### config.mk
export PLATFORM = sky130hd
export DESIGN_NAME = safety_boot_sequencer
export DESIGN_NICKNAME = d
export VERILOG_FILES = /design/src/rtl/safety_boot_sequencer.sv
export SDC_FILE = /design/constraint.sdc
export NUM_CORES = 1
export LEC_CHECK = 0
export BUFFER_PORTS_ARGS = -buffer_cell sky130_fd_sc_hd__buf_2
export CAP_MARGIN = 20
export CORE_ASPECT_RATIO = 1.75
export CORE_MARGIN = 1
export CORE_UTILIZATION = 31
export DETAILED_ROUTE_END_ITERATION = 7
export SLEW_MARGIN = 10
export SYNTH_ARGS = -nofsm -noshare
export SYNTH_HDL_FRONTEND = slang
export SYNTH_SLANG_ARGS = --single-unit
### constraint.sdc
create_clock -name clk_i -period 2.1 [get_ports clk_i]
set_input_delay 0.42 -clock clk_i [delete_from_list [all_inputs] [get_ports clk_i]]
set_output_delay 0.42 -clock clk_i [all_outputs]
set_load 0.1 [all_outputs]
### src/rtl/safety_boot_sequencer.sv
// Boot-and-monitor master: writes per-core boot address and fetch-enable over a
// single-outstanding register bus, then polls core status until EOC, error or timeout.
module safety_boot_sequencer #(
  parameter int                   AddrWidth        = 32,
  parameter int                   DataWidth        = 32,
  parameter int                   NumCores         = 2,
  parameter logic [AddrWidth-1:0] SocCtrlBase      = 32'h0020_0000,
  parameter logic [AddrWidth-1:0] CoreStride       = 32'h0000_1000,
  parameter logic [AddrWidth-1:0] BootAddrOffset   = 32'h0000_0000,
  parameter logic [AddrWidth-1:0] FetchEnOffset    = 32'h0000_0004,
  parameter logic [AddrWidth-1:0] CoreStatusOffset = 32'h0000_0008,
  parameter int                   PollInterval     = 64,
  parameter int                   TimeoutCycles    = 2**20
) (
  input  logic                          clk_i,
  input  logic                          rst_i,
  input  logic                          start_i,
  input  logic                          mode_i,
  input  logic [NumCores-1:0]           core_mask_i,
  input  logic [NumCores*AddrWidth-1:0] boot_addr_i,
  output logic                          req_valid_o,
  input  logic                          req_ready_i,
  output logic [AddrWidth-1:0]          req_addr_o,
  output logic                          req_write_o,
  output logic [DataWidth-1:0]          req_wdata_o,
  input  logic                          rsp_valid_i,
  input  logic [DataWidth-1:0]          rsp_rdata_i,
  input  logic                          rsp_error_i,
  output logic                          busy_o,
  output logic                          done_o,
  output logic                          fail_o,
  output logic [NumCores-1:0]           core_done_o,
  output logic [NumCores*31-1:0]        exit_code_o
);

  localparam int CW = (NumCores > 1) ? $clog2(NumCores) : 1;
  localparam int TW = (TimeoutCycles > 1) ? $clog2(TimeoutCycles + 1) : 1;
  localparam int PW = $clog2(PollInterval + 1);
  localparam logic [TW-1:0] TMO_MAX   = TW'(TimeoutCycles);
  localparam logic [PW-1:0] POLL_LAST = PW'(PollInterval - 1);

  typedef enum logic [2:0] {
    S_IDLE, S_WR_BOOT, S_WR_FETCH, S_WAIT, S_RD_STATUS, S_NEXT, S_FINISH
  } state_t;

  state_t                        r_state;
  logic [CW-1:0]                 r_core;
  logic                          r_mode;
  logic [NumCores-1:0]           r_mask;
  logic [NumCores*AddrWidth-1:0] r_boot;
  logic                          r_req_valid;
  logic [AddrWidth-1:0]          r_req_addr;
  logic                          r_req_write;
  logic [DataWidth-1:0]          r_req_wdata;
  logic                          r_pending;
  logic                          r_busy;
  logic                          r_done;
  logic                          r_fail;
  logic [NumCores-1:0]           r_core_done;
  logic [NumCores*31-1:0]        r_exit;
  logic                          r_tmo_armed;
  logic [TW-1:0]                 r_tmo_cnt;
  logic [PW-1:0]                 r_wait_cnt;

  logic                 w_accept;
  logic                 w_rsp;
  logic                 w_tmo;
  logic                 w_eoc;
  logic [NumCores-1:0]  w_done_set;
  logic [NumCores-1:0]  w_pend;
  logic [CW-1:0]        w_rr;
  logic                 w_has_next;
  logic [CW-1:0]        w_next;
  logic [CW-1:0]        w_first_en;
  logic [CW-1:0]        w_start_core;
  logic [AddrWidth-1:0] w_boot_next;
  logic [AddrWidth-1:0] w_boot_start;

  function automatic logic [AddrWidth-1:0] reg_addr(input logic [CW-1:0] k,
                                                    input logic [AddrWidth-1:0] off);
    return SocCtrlBase + AddrWidth'(k) * CoreStride + off;
  endfunction

  // Lowest set mask bit at or above index 'from'.
  function automatic logic [CW-1:0] first_from(input logic [NumCores-1:0] m, input int from);
    logic [CW-1:0] idx;
    idx = '0;
    for (int i = NumCores - 1; i >= 0; i--)
      if (i >= from && m[CW'(i)]) idx = CW'(i);
    return idx;
  endfunction

  function automatic logic any_from(input logic [NumCores-1:0] m, input int from);
    logic hit;
    hit = 1'b0;
    for (int i = 0; i < NumCores; i++)
      if (i >= from && m[CW'(i)]) hit = 1'b1;
    return hit;
  endfunction

  // Round-robin: first set bit strictly after k, wrapping back to k itself last.
  function automatic logic [CW-1:0] rr_pick(input logic [NumCores-1:0] m, input logic [CW-1:0] k);
    logic [CW-1:0] idx;
    logic          hit;
    int            j;
    idx = k;
    hit = 1'b0;
    for (int i = 1; i <= NumCores; i++) begin
      j = (int'(k) + i) % NumCores;
      if (!hit && m[CW'(j)]) begin
        idx = CW'(j);
        hit = 1'b1;
      end
    end
    return idx;
  endfunction

  always_comb begin
    w_accept     = r_req_valid & req_ready_i;
    w_rsp        = rsp_valid_i & (r_pending | w_accept);
    w_tmo        = (TimeoutCycles != 0) && r_tmo_armed && (r_tmo_cnt == TMO_MAX);
    w_eoc        = rsp_rdata_i[31] & ~rsp_error_i;
    w_done_set   = r_core_done | (w_eoc ? (NumCores'(1) << r_core) : '0);
    w_pend       = r_mask & ~w_done_set;
    w_rr         = rr_pick(w_pend, r_core);
    w_has_next   = any_from(r_mask, int'(r_core) + 1);
    w_next       = first_from(r_mask, int'(r_core) + 1);
    w_first_en   = first_from(r_mask, 0);
    w_start_core = first_from(core_mask_i, 0);
    w_boot_next  = r_boot[int'(w_next)*AddrWidth +: AddrWidth];
    w_boot_start = boot_addr_i[int'(w_start_core)*AddrWidth +: AddrWidth];
  end

  always_ff @(posedge clk_i) begin
    if (rst_i) begin
      r_state     <= S_IDLE;
      r_core      <= '0;
      r_mode      <= 1'b0;
      r_mask      <= '0;
      r_boot      <= '0;
      r_req_valid <= 1'b0;
      r_req_addr  <= '0;
      r_req_write <= 1'b0;
      r_req_wdata <= '0;
      r_pending   <= 1'b0;
      r_busy      <= 1'b0;
      r_done      <= 1'b0;
      r_fail      <= 1'b0;
      r_core_done <= '0;
      r_exit      <= '0;
      r_tmo_armed <= 1'b0;
      r_tmo_cnt   <= '0;
      r_wait_cnt  <= '0;
    end else begin
      r_done <= 1'b0;
      if (r_tmo_armed && r_tmo_cnt != TMO_MAX) r_tmo_cnt <= r_tmo_cnt + 1'b1;
      if (w_accept) r_req_valid <= 1'b0;
      if (w_accept && !rsp_valid_i) r_pending <= 1'b1;
      if (w_rsp) r_pending <= 1'b0;

      case (r_state)
        S_IDLE: begin
          if (start_i) begin
            r_core_done <= '0;
            r_exit      <= '0;
            r_fail      <= 1'b0;
            r_mode      <= mode_i;
            r_mask      <= core_mask_i;
            r_boot      <= boot_addr_i;
            r_tmo_armed <= 1'b0;
            r_tmo_cnt   <= '0;
            if (core_mask_i == '0) begin
              r_done <= 1'b1;
            end else begin
              r_busy      <= 1'b1;
              r_core      <= w_start_core;
              r_req_valid <= 1'b1;
              r_req_write <= 1'b1;
              r_req_addr  <= reg_addr(w_start_core, BootAddrOffset);
              r_req_wdata <= DataWidth'(w_boot_start);
              r_state     <= S_WR_BOOT;
            end
          end
        end

        S_WR_BOOT: begin
          if (w_rsp) begin
            if (rsp_error_i || w_tmo) begin
              r_fail  <= 1'b1;
              r_state <= S_FINISH;
            end else begin
              r_req_valid <= 1'b1;
              r_req_write <= 1'b1;
              r_req_addr  <= reg_addr(r_core, FetchEnOffset);
              r_req_wdata <= DataWidth'(1);
              if (!r_tmo_armed) begin
                r_tmo_armed <= 1'b1;
                r_tmo_cnt   <= '0;
              end
              r_state <= S_WR_FETCH;
            end
          end
        end

        S_WR_FETCH: begin
          if (w_rsp) begin
            if (rsp_error_i || w_tmo) begin
              r_fail  <= 1'b1;
              r_state <= S_FINISH;
            end else if (!r_mode && w_has_next) begin
              r_core      <= w_next;
              r_req_valid <= 1'b1;
              r_req_write <= 1'b1;
              r_req_addr  <= reg_addr(w_next, BootAddrOffset);
              r_req_wdata <= DataWidth'(w_boot_next);
              r_state     <= S_WR_BOOT;
            end else begin
              if (!r_mode) r_core <= w_first_en;
              r_wait_cnt <= '0;
              r_state    <= S_WAIT;
            end
          end
        end

        S_WAIT: begin
          if (w_tmo) begin
            r_fail  <= 1'b1;
            r_state <= S_FINISH;
          end else if (r_wait_cnt == POLL_LAST) begin
            r_req_valid <= 1'b1;
            r_req_write <= 1'b0;
            r_req_addr  <= reg_addr(r_core, CoreStatusOffset);
            r_req_wdata <= '0;
            r_state     <= S_RD_STATUS;
          end else begin
            r_wait_cnt <= r_wait_cnt + 1'b1;
          end
        end

        S_RD_STATUS: begin
          if (w_rsp) begin
            // EOC is recorded even when a timeout lands in the same cycle.
            if (w_eoc) begin
              r_core_done[r_core]           <= 1'b1;
              r_exit[int'(r_core)*31 +: 31] <= rsp_rdata_i[30:0];
              if (rsp_rdata_i[30:0] != '0) r_fail <= 1'b1;
            end
            if (rsp_error_i || w_tmo) begin
              r_fail  <= 1'b1;
              r_state <= S_FINISH;
            end else if (r_mode) begin
              r_wait_cnt <= '0;
              r_state    <= w_eoc ? S_NEXT : S_WAIT;
            end else if (w_pend == '0) begin
              r_state <= S_FINISH;
            end else begin
              r_core     <= w_rr;
              r_wait_cnt <= '0;
              r_state    <= S_WAIT;
            end
          end
        end

        S_NEXT: begin
          if (w_tmo) begin
            r_fail  <= 1'b1;
            r_state <= S_FINISH;
          end else if (w_has_next) begin
            r_core      <= w_next;
            r_req_valid <= 1'b1;
            r_req_write <= 1'b1;
            r_req_addr  <= reg_addr(w_next, BootAddrOffset);
            r_req_wdata <= DataWidth'(w_boot_next);
            r_state     <= S_WR_BOOT;
          end else begin
            r_state <= S_FINISH;
          end
        end

        S_FINISH: begin
          r_done      <= 1'b1;
          r_busy      <= 1'b0;
          r_tmo_armed <= 1'b0;
          r_state     <= S_IDLE;
        end

        default: r_state <= S_IDLE;
      endcase
    end
  end

  assign req_valid_o = r_req_valid;
  assign req_addr_o  = r_req_addr;
  assign req_write_o = r_req_write;
  assign req_wdata_o = r_req_wdata;
  assign busy_o      = r_busy;
  assign done_o      = r_done;
  assign fail_o      = r_fail;
  assign core_done_o = r_core_done;
  assign exit_code_o = r_exit;

endmodule

# Word-level counts from Yosys, hierarchy flattened
# Cells that the tools add are included.
[word_totals] elab_cells=247 out_inout_bits=133 in_bits=105 reg_bits=202
[op_classes] shift=4 eq_ne=36 reduce_logical=34 n_addsub=9 multipliers=1 n_mux=131 n_bitwise=9 order_cmp=5
[ops] op="two-way mux 32 bit" n=22
[ops] op="case mux 32 bit (5 select lines)" n=2
[ops] op="two-way mux 62 bit" n=3
[ops] op="case mux 62 bit (2 select lines)" n=1
[ops] op="two-way mux 21 bit" n=5
[ops] op="variable part select 64 x 7 -> 32 bit" n=1
[ops] op="two-way mux 7 bit" n=9
[ops] op="bitwise mux 62 bit" n=1
[ops] op="variable shift 31 x 33 -> 62 bit (first input constant)" n=1
[ops] op="variable part select 31 x 33 -> 62 bit" n=1
[ops] op="two-way mux 1 bit" n=56
[ops] op="adder 22 x 13 -> 23 bit (first input constant)" n=2
[ops] op="two-way mux 3 bit" n=15
[ops] op="case mux 21 bit (2 select lines)" n=1
[ops] op="inequality test 2 bit (second input constant)" n=18
[ops] op="negation 6 -> 33 bit" n=1
[ops] op="adder 32 x 3 -> 32 bit (second input constant)" n=1
[ops] op="nonzero test 31 bit" n=1
[ops] op="adder 23 x 4 -> 24 bit (second input constant)" n=1
[ops] op="adder 21 x 1 -> 21 bit (second input constant)" n=1
[ops] op="== test 21 bit (second input constant)" n=1
[ops] op="inequality test 21 bit (second input constant)" n=1
[ops] op="case mux 7 bit (3 select lines)" n=1
[ops] op="inequality test 3 bit (second input constant)" n=6
[ops] op="46 further kinds" n=77

# Longest topological paths before layout
[logic_depth] ltp_word=17 ltp_mapped=10

# Worst setup path before layout
# OpenSTA, ideal clock, no wires.
[synth_path] path_type="register to register" startpoint="register r_req_valid, in the netlist req_valid_o" endpoint="register r_req_wdata[10], in the netlist req_wdata_o[10]" stages_incl_launch_ff=9 path_buffers=2 setup_slack_ps=-227 arrival_ps=2246 path_cell_list="dfxtp_1 > a21o_1 > nand2_1 > o32ai_1 > a31o_1 > buf_6 > buf_4 > nor2_1 > a211oi_2"
[synth_between] elab_chain_len=5 word_cells_on_any_way=6
[synth_lines] item="from (decl)" line_no="51" text="logic r_req_valid;"
[synth_lines] item="from (signal assigned)" line_no="141" text="r_req_valid <= 1'b0;"
[synth_lines] item="from (signal assigned)" line_no="157" text="if (w_accept) r_req_valid <= 1'b0;"
[synth_lines] item="from (signal assigned)" line_no="177" text="r_req_valid <= 1'b1;"
[synth_lines] item="AND 1 bit (*)" line_no="119" text="w_accept = r_req_valid & req_ready_i;"
[synth_lines] item="OR 1 bit (*)" line_no="120" text="w_rsp = rsp_valid_i & (r_pending | w_accept);"
[synth_lines] item="AND 1 bit (*)" line_no="120"
[synth_lines] item="inequality test 2 bit (no source line)"
[synth_lines] item="AND reduction 12 bit (no source line) (*)"
[synth_lines] item="to (signal assigned)" line_no="180" text="r_req_wdata <= DataWidth'(w_boot_start);"
[synth_lines] item="to (signal assigned)" line_no="195" text="r_req_wdata <= DataWidth'(1);"
[synth_lines] item="to (signal assigned)" line_no="215" text="r_req_wdata <= DataWidth'(w_boot_next);"
[synth_lines] item="to (decl)" line_no="54" text="logic [DataWidth-1:0] r_req_wdata;"
# Mark *: on every way between the ends. The rest lies on a longest branch, timed or not.
# A chain may end at the register's enable or synchronous reset.

# Worst setup path in the final report
[layout_path] startpoint="register r_tmo_cnt[0]" endpoint="register r_req_wdata[21], in the netlist req_wdata_o[21]"
[layout_between] elab_chain_len=5 word_cells_on_any_way=8
[layout_lines] item="from (decl)" line_no="62" text="logic [TW-1:0] r_tmo_cnt;"
[layout_lines] item="from (signal assigned)" line_no="156" text="if (r_tmo_armed && r_tmo_cnt != TMO_MAX) r_tmo_cnt <= r_tmo_cnt + 1'b1;"
[layout_lines] item="== test 21 bit (*)" line_no="121" text="w_tmo = (TimeoutCycles != 0) && r_tmo_armed && (r_tmo_cnt == TMO_MAX);"
[layout_lines] item="logical AND 1 bit (*)" line_no="121"
[layout_lines] item="logical OR 1 bit" line_no="188, 207"
[layout_lines] item="inequality test 2 bit (no source line)"
[layout_lines] item="AND reduction 12 bit (no source line) (*)"
# Marked as above.

==> impl_metrics.py <==
metrics = {
    "status": {
        "status": "complete, no violations",
    },
    "setup_path": {
        "r2r-start": "r_tmo_cnt[0]",
        "startpoint_type": "flop",
        "critical_path_peak_fanout": 44,
        "cp.arrival_ns": 2.27,
        "startpoint": "r_tmo_cnt[0]",
        "crit_type": "flop to flop",
        "cp_slowest_stage_delay_ns": 0.33,
        "crit_path_end_kind": "flop",
        "worstPathRequired_ns": 2.39,
        "crit_chain": "inv_1 -> ha_1 -> nor4b_4 -> and3_4 -> nand2_1 -> a31o_4 -> buf_16 -> nor2_1 -> a211oi_2",
        "slowest_stage": "dfxtp_1",
    },
    "final_layout": {
        "ff_latch_area_um2": 3480,
        "drive_gt1_share_pct": 31.3,
        "final_cell_mix": "buf_2, dfxtp_1, nand2_1",
        "final_common_cell": "buf_2",
        "synthToLayoutAreaGrowth_pct": 24.8,
        "final.fill_count": 2420,
        "final_nets": 1065,
        "multiInputGateArea_um2": 3570,
        "fin_area_um2": 9310,
    },
    "cts": {
        "clk_latency_ns": 0.42,
        "tritoncts": "yes",
        "holdBufCountCts": 0,
        "cts-root-buf": "clkbuf_16",
        "path_clk_slew_ns": 0.07,
        "cts.path.max_buffers": 2,
        "cts_max_level": 4,
        "cts_setup_buffers": 0,
        "cts_buffers": 17,
        "cts_sinks": 174,
    },
    "power": {
        "intPower_mw": 6.60,
        "sw_frac_of_total_pct": 43.8,
        "seqPwrFrac_pct": 33.0,
        "total_power_mw": 11.7,
        "pwr-share-clk_pct": 25.6,
        "leakagePower_nw": 3.86,
        "ir_drop_v": 0.000607,
        "powerDensity_nw_per_um2": 1260,
        "power_frac_comb_pct": 41.5,
        "power.switching_mw": 5.15,
    },
    "yosys": {
        "yosys.area.top_type_share_pct": 46.7,
        "ys_seq_elements": 174,
        "ys_top_cells_by_area": "dfxtp_1, a22o_1, a211oi_2",
        "synth-adder-area-share_pct": 0.503,
        "post-synth-top-area-cell": "dfxtp_1",
        "synth-seq-area-share_pct": 46.7,
        "synth_compound_area_share_pct": 25.2,
        "yosys_warnings": 0,
        "synth_ff_type": "dfxtp_1",
        "async_reset_ff_share_pct": 0,
        "synth_top_family_by_area": "compound AO/OA/AOI/OAI gates",
        "synth_cells": 788,
        "synth_xor_area_share_pct": 2.22,
        "synth_area_per_cell_um2": 9.46,
        "synth-simple-area-share_pct": 17.1,
        "yosysUniqueCellTypes": 70,
        "synth_area_um2": 7460,
        "synth-edff-count": 0,
        "synthMuxAreaShare_pct": 0.671,
    },
    "min_path": {
        "hp-class": "input pin to flop",
        "min_from": "rsp_rdata_i[3]",
    },
    "placed_design": {
        "port-buffer-count": 177,
        "gp_congestion": 0.805,
        "placed_area_um2": 8710,
        "dp_hpwl_um": 14000,
    },
    "floorplan": {
        "die_w_um": 119,
        "start_util_pct": 31.7,
        "rows": 74,
        "die-area_um2": 24700,
        "core_um2": 23500,
        "dieHeight_um": 207,
        "ios": 238,
    },
    "detailed_routing": {
        "ant_nets": 0,
        "routedWlPerCell_um": 15.8,
        "drcViolationCount": 0,
        "via_count": 6401,
        "routed_wl_um": 20100,
        "vias_per_cell": 5.02,
        "drt_iter0_markers": 340,
        "dr.pass1.iters": 5,
    },
    "sta": {
        "slew_headroom_pct": 64.8,
        "finalSetupViolations": 0,
        "skew_ns": 0.0101,
        "hold_slack_ns": 0.241,
        "final_hold_viol_count": 0,
        "rsz0062_at_grt": "no",
        "tns_ns": 0,
        "period_minus_slack_ns": 1.98,
        "max_freq_mhz": 504,
        "worst_slew_pin_slew_ns": 0.531,
        "min_period_over_period_pct": 94.5,
        "drv_slew": 0,
    },
    "global_route": {
        "grtUsageTotal_pct": 16.1,
        "antenna_found_initial": 5,
        "grt_max_degree": 90,
        "overflow": 0,
        "grt_pass1_vias": 6010,
        "grt_pass1_wl_um": 31500,
    },
    "flow_run": {
        "maxCapViolations": 0,
    },
}
registers in the layout (all words and copies together), names as in the netlist:
register and count:
busy_o 1, core_done_o 2, done_o 1, exit_code_o 62, fail_o 1, r_boot 32, r_core 1, r_mask 2
r_mode 1, r_pending 1, r_state 3, r_tmo_armed 1, r_tmo_cnt 21, r_wait_cnt 7, req_addr_o 4, req_valid_o 1
req_wdata_o 32, req_write_o 1
per-layer routing:
layer | up-vias | GRT usage (%) | wire length (um)
met1 | 3050 | 18.2 | 8130
met2 | 181 | 27.8 | 10300
met3 | 41 | 3.55 | 959
li1 | 3123 | - | -
met4 | 6 | 8.25 | 648
met5 | - | 0 | 36
kinds of logic after synthesis:
| group | count (synthesis) |
|---|---|
| fa+ha+maj | 3 |
| buf+inv | 95 |
| other cells | 1 |
| xor+xnor | 18 |
| simple gates | 257 |
| mux | 5 |
| flops | 174 |
| compound gates | 235 |
through the flow:
step	setup WS [ns]	cells	util [%]
finish	0.116	1275	39.6
global route	0.00515	1274	39.6
CTS	0.0495	1273	39.4
detailed placement	0.00403	1242	37.0
global placement	0.0573	1242	37.0
floorplan	0.0652	815	-
worst max-delay path, delay by kind of cell (launching register included):
| family | cells | cell delay [ns] |
|---|---|---|
| simple gates | 4 | 0.70 |
| fa+ha+maj | 1 | 0.16 |
| compound gates | 2 | 0.35 |
| flops | 1 | 0.33 |
| buf+inv | 2 | 0.29 |
area by class of cell:
class / instances / share of cell area [%]
inverters: 10 / 0.403
diodes: 2 / 0.0538
clock inverters: 10 / 0.861
multi-input cells: 546 / 38.4
well taps: 304 / 4.09
clock buffers: 21 / 5.16
flip-flops and latches: 174 / 37.4
repair buffers: 208 / 13.6
worst paths after layout:
| check | end | slack [ns] | depth (start not counted) |
|---|---|---|---|
| worst max register to register | req_wdata_o[21] | 0.12 | 9 |
| worst max-delay path | req_wdata_o[21] | 0.12 | 9 |
| worst min-delay path | exit_code_o[34] | 0.24 | 2 |
| worst min register to register | r_wait_cnt[6] | 0.45 | 2 |
power groups by stage:
| stage | Combinational, mW | Sequential, mW | Clock (mW) |
|---|---|---|---|
| 2_1_floorplan | 2.30 | 5.46 | 0 |
| 3_3_place_gp | 4.84 | 3.94 | 0 |
| 3_5_place_dp | 4.87 | 3.95 | 0 |
| 4_1_cts | 4.88 | 3.88 | 3.11 |
| 5_1_grt | 5.16 | 3.92 | 3.22 |
| 6_report | 4.87 | 3.87 | 3.01 |
timing repair:
action,CTS,global route
resized for setup,0,6
endpoints found under the hold margin,0,0
endpoints found under the setup margin,0,38
cells in the mapped netlist, types with 3 or more instances:
| cell | count |
|---|---|
| buf_1 | 5 |
| nand3_1 | 10 |
| o31ai_1 | 3 |
| nor3_1 | 12 |
| buf_6 | 8 |
| nor4_1 | 10 |
| nor4_2 | 4 |
| a22oi_1 | 32 |
| nand2b_1 | 6 |
| or3_1 | 5 |
| xor2_1 | 4 |
| mux2i_1 | 5 |
| buf_2 | 23 |
| ha_1 | 3 |
| nor2b_1 | 6 |
| o21ai_0 | 12 |
| dfxtp_1 | 174 |
| buf_4 | 32 |
| a22o_1 | 63 |
| a311oi_2 | 3 |
| a211oi_2 | 32 |
| and2_1 | 7 |
| inv_1 | 10 |
| o21a_1 | 3 |
| clkbuf_1 | 17 |
| nand2_1 | 93 |
| and3_1 | 6 |
| a21oi_1 | 60 |
| nor2_1 | 73 |
| xnor2_1 | 13 |
| nand4_1 | 3 |
| and4_1 | 3 |
| o21ai_1 | 3 |
Note: power is estimated with default switching activity, not from simulation.
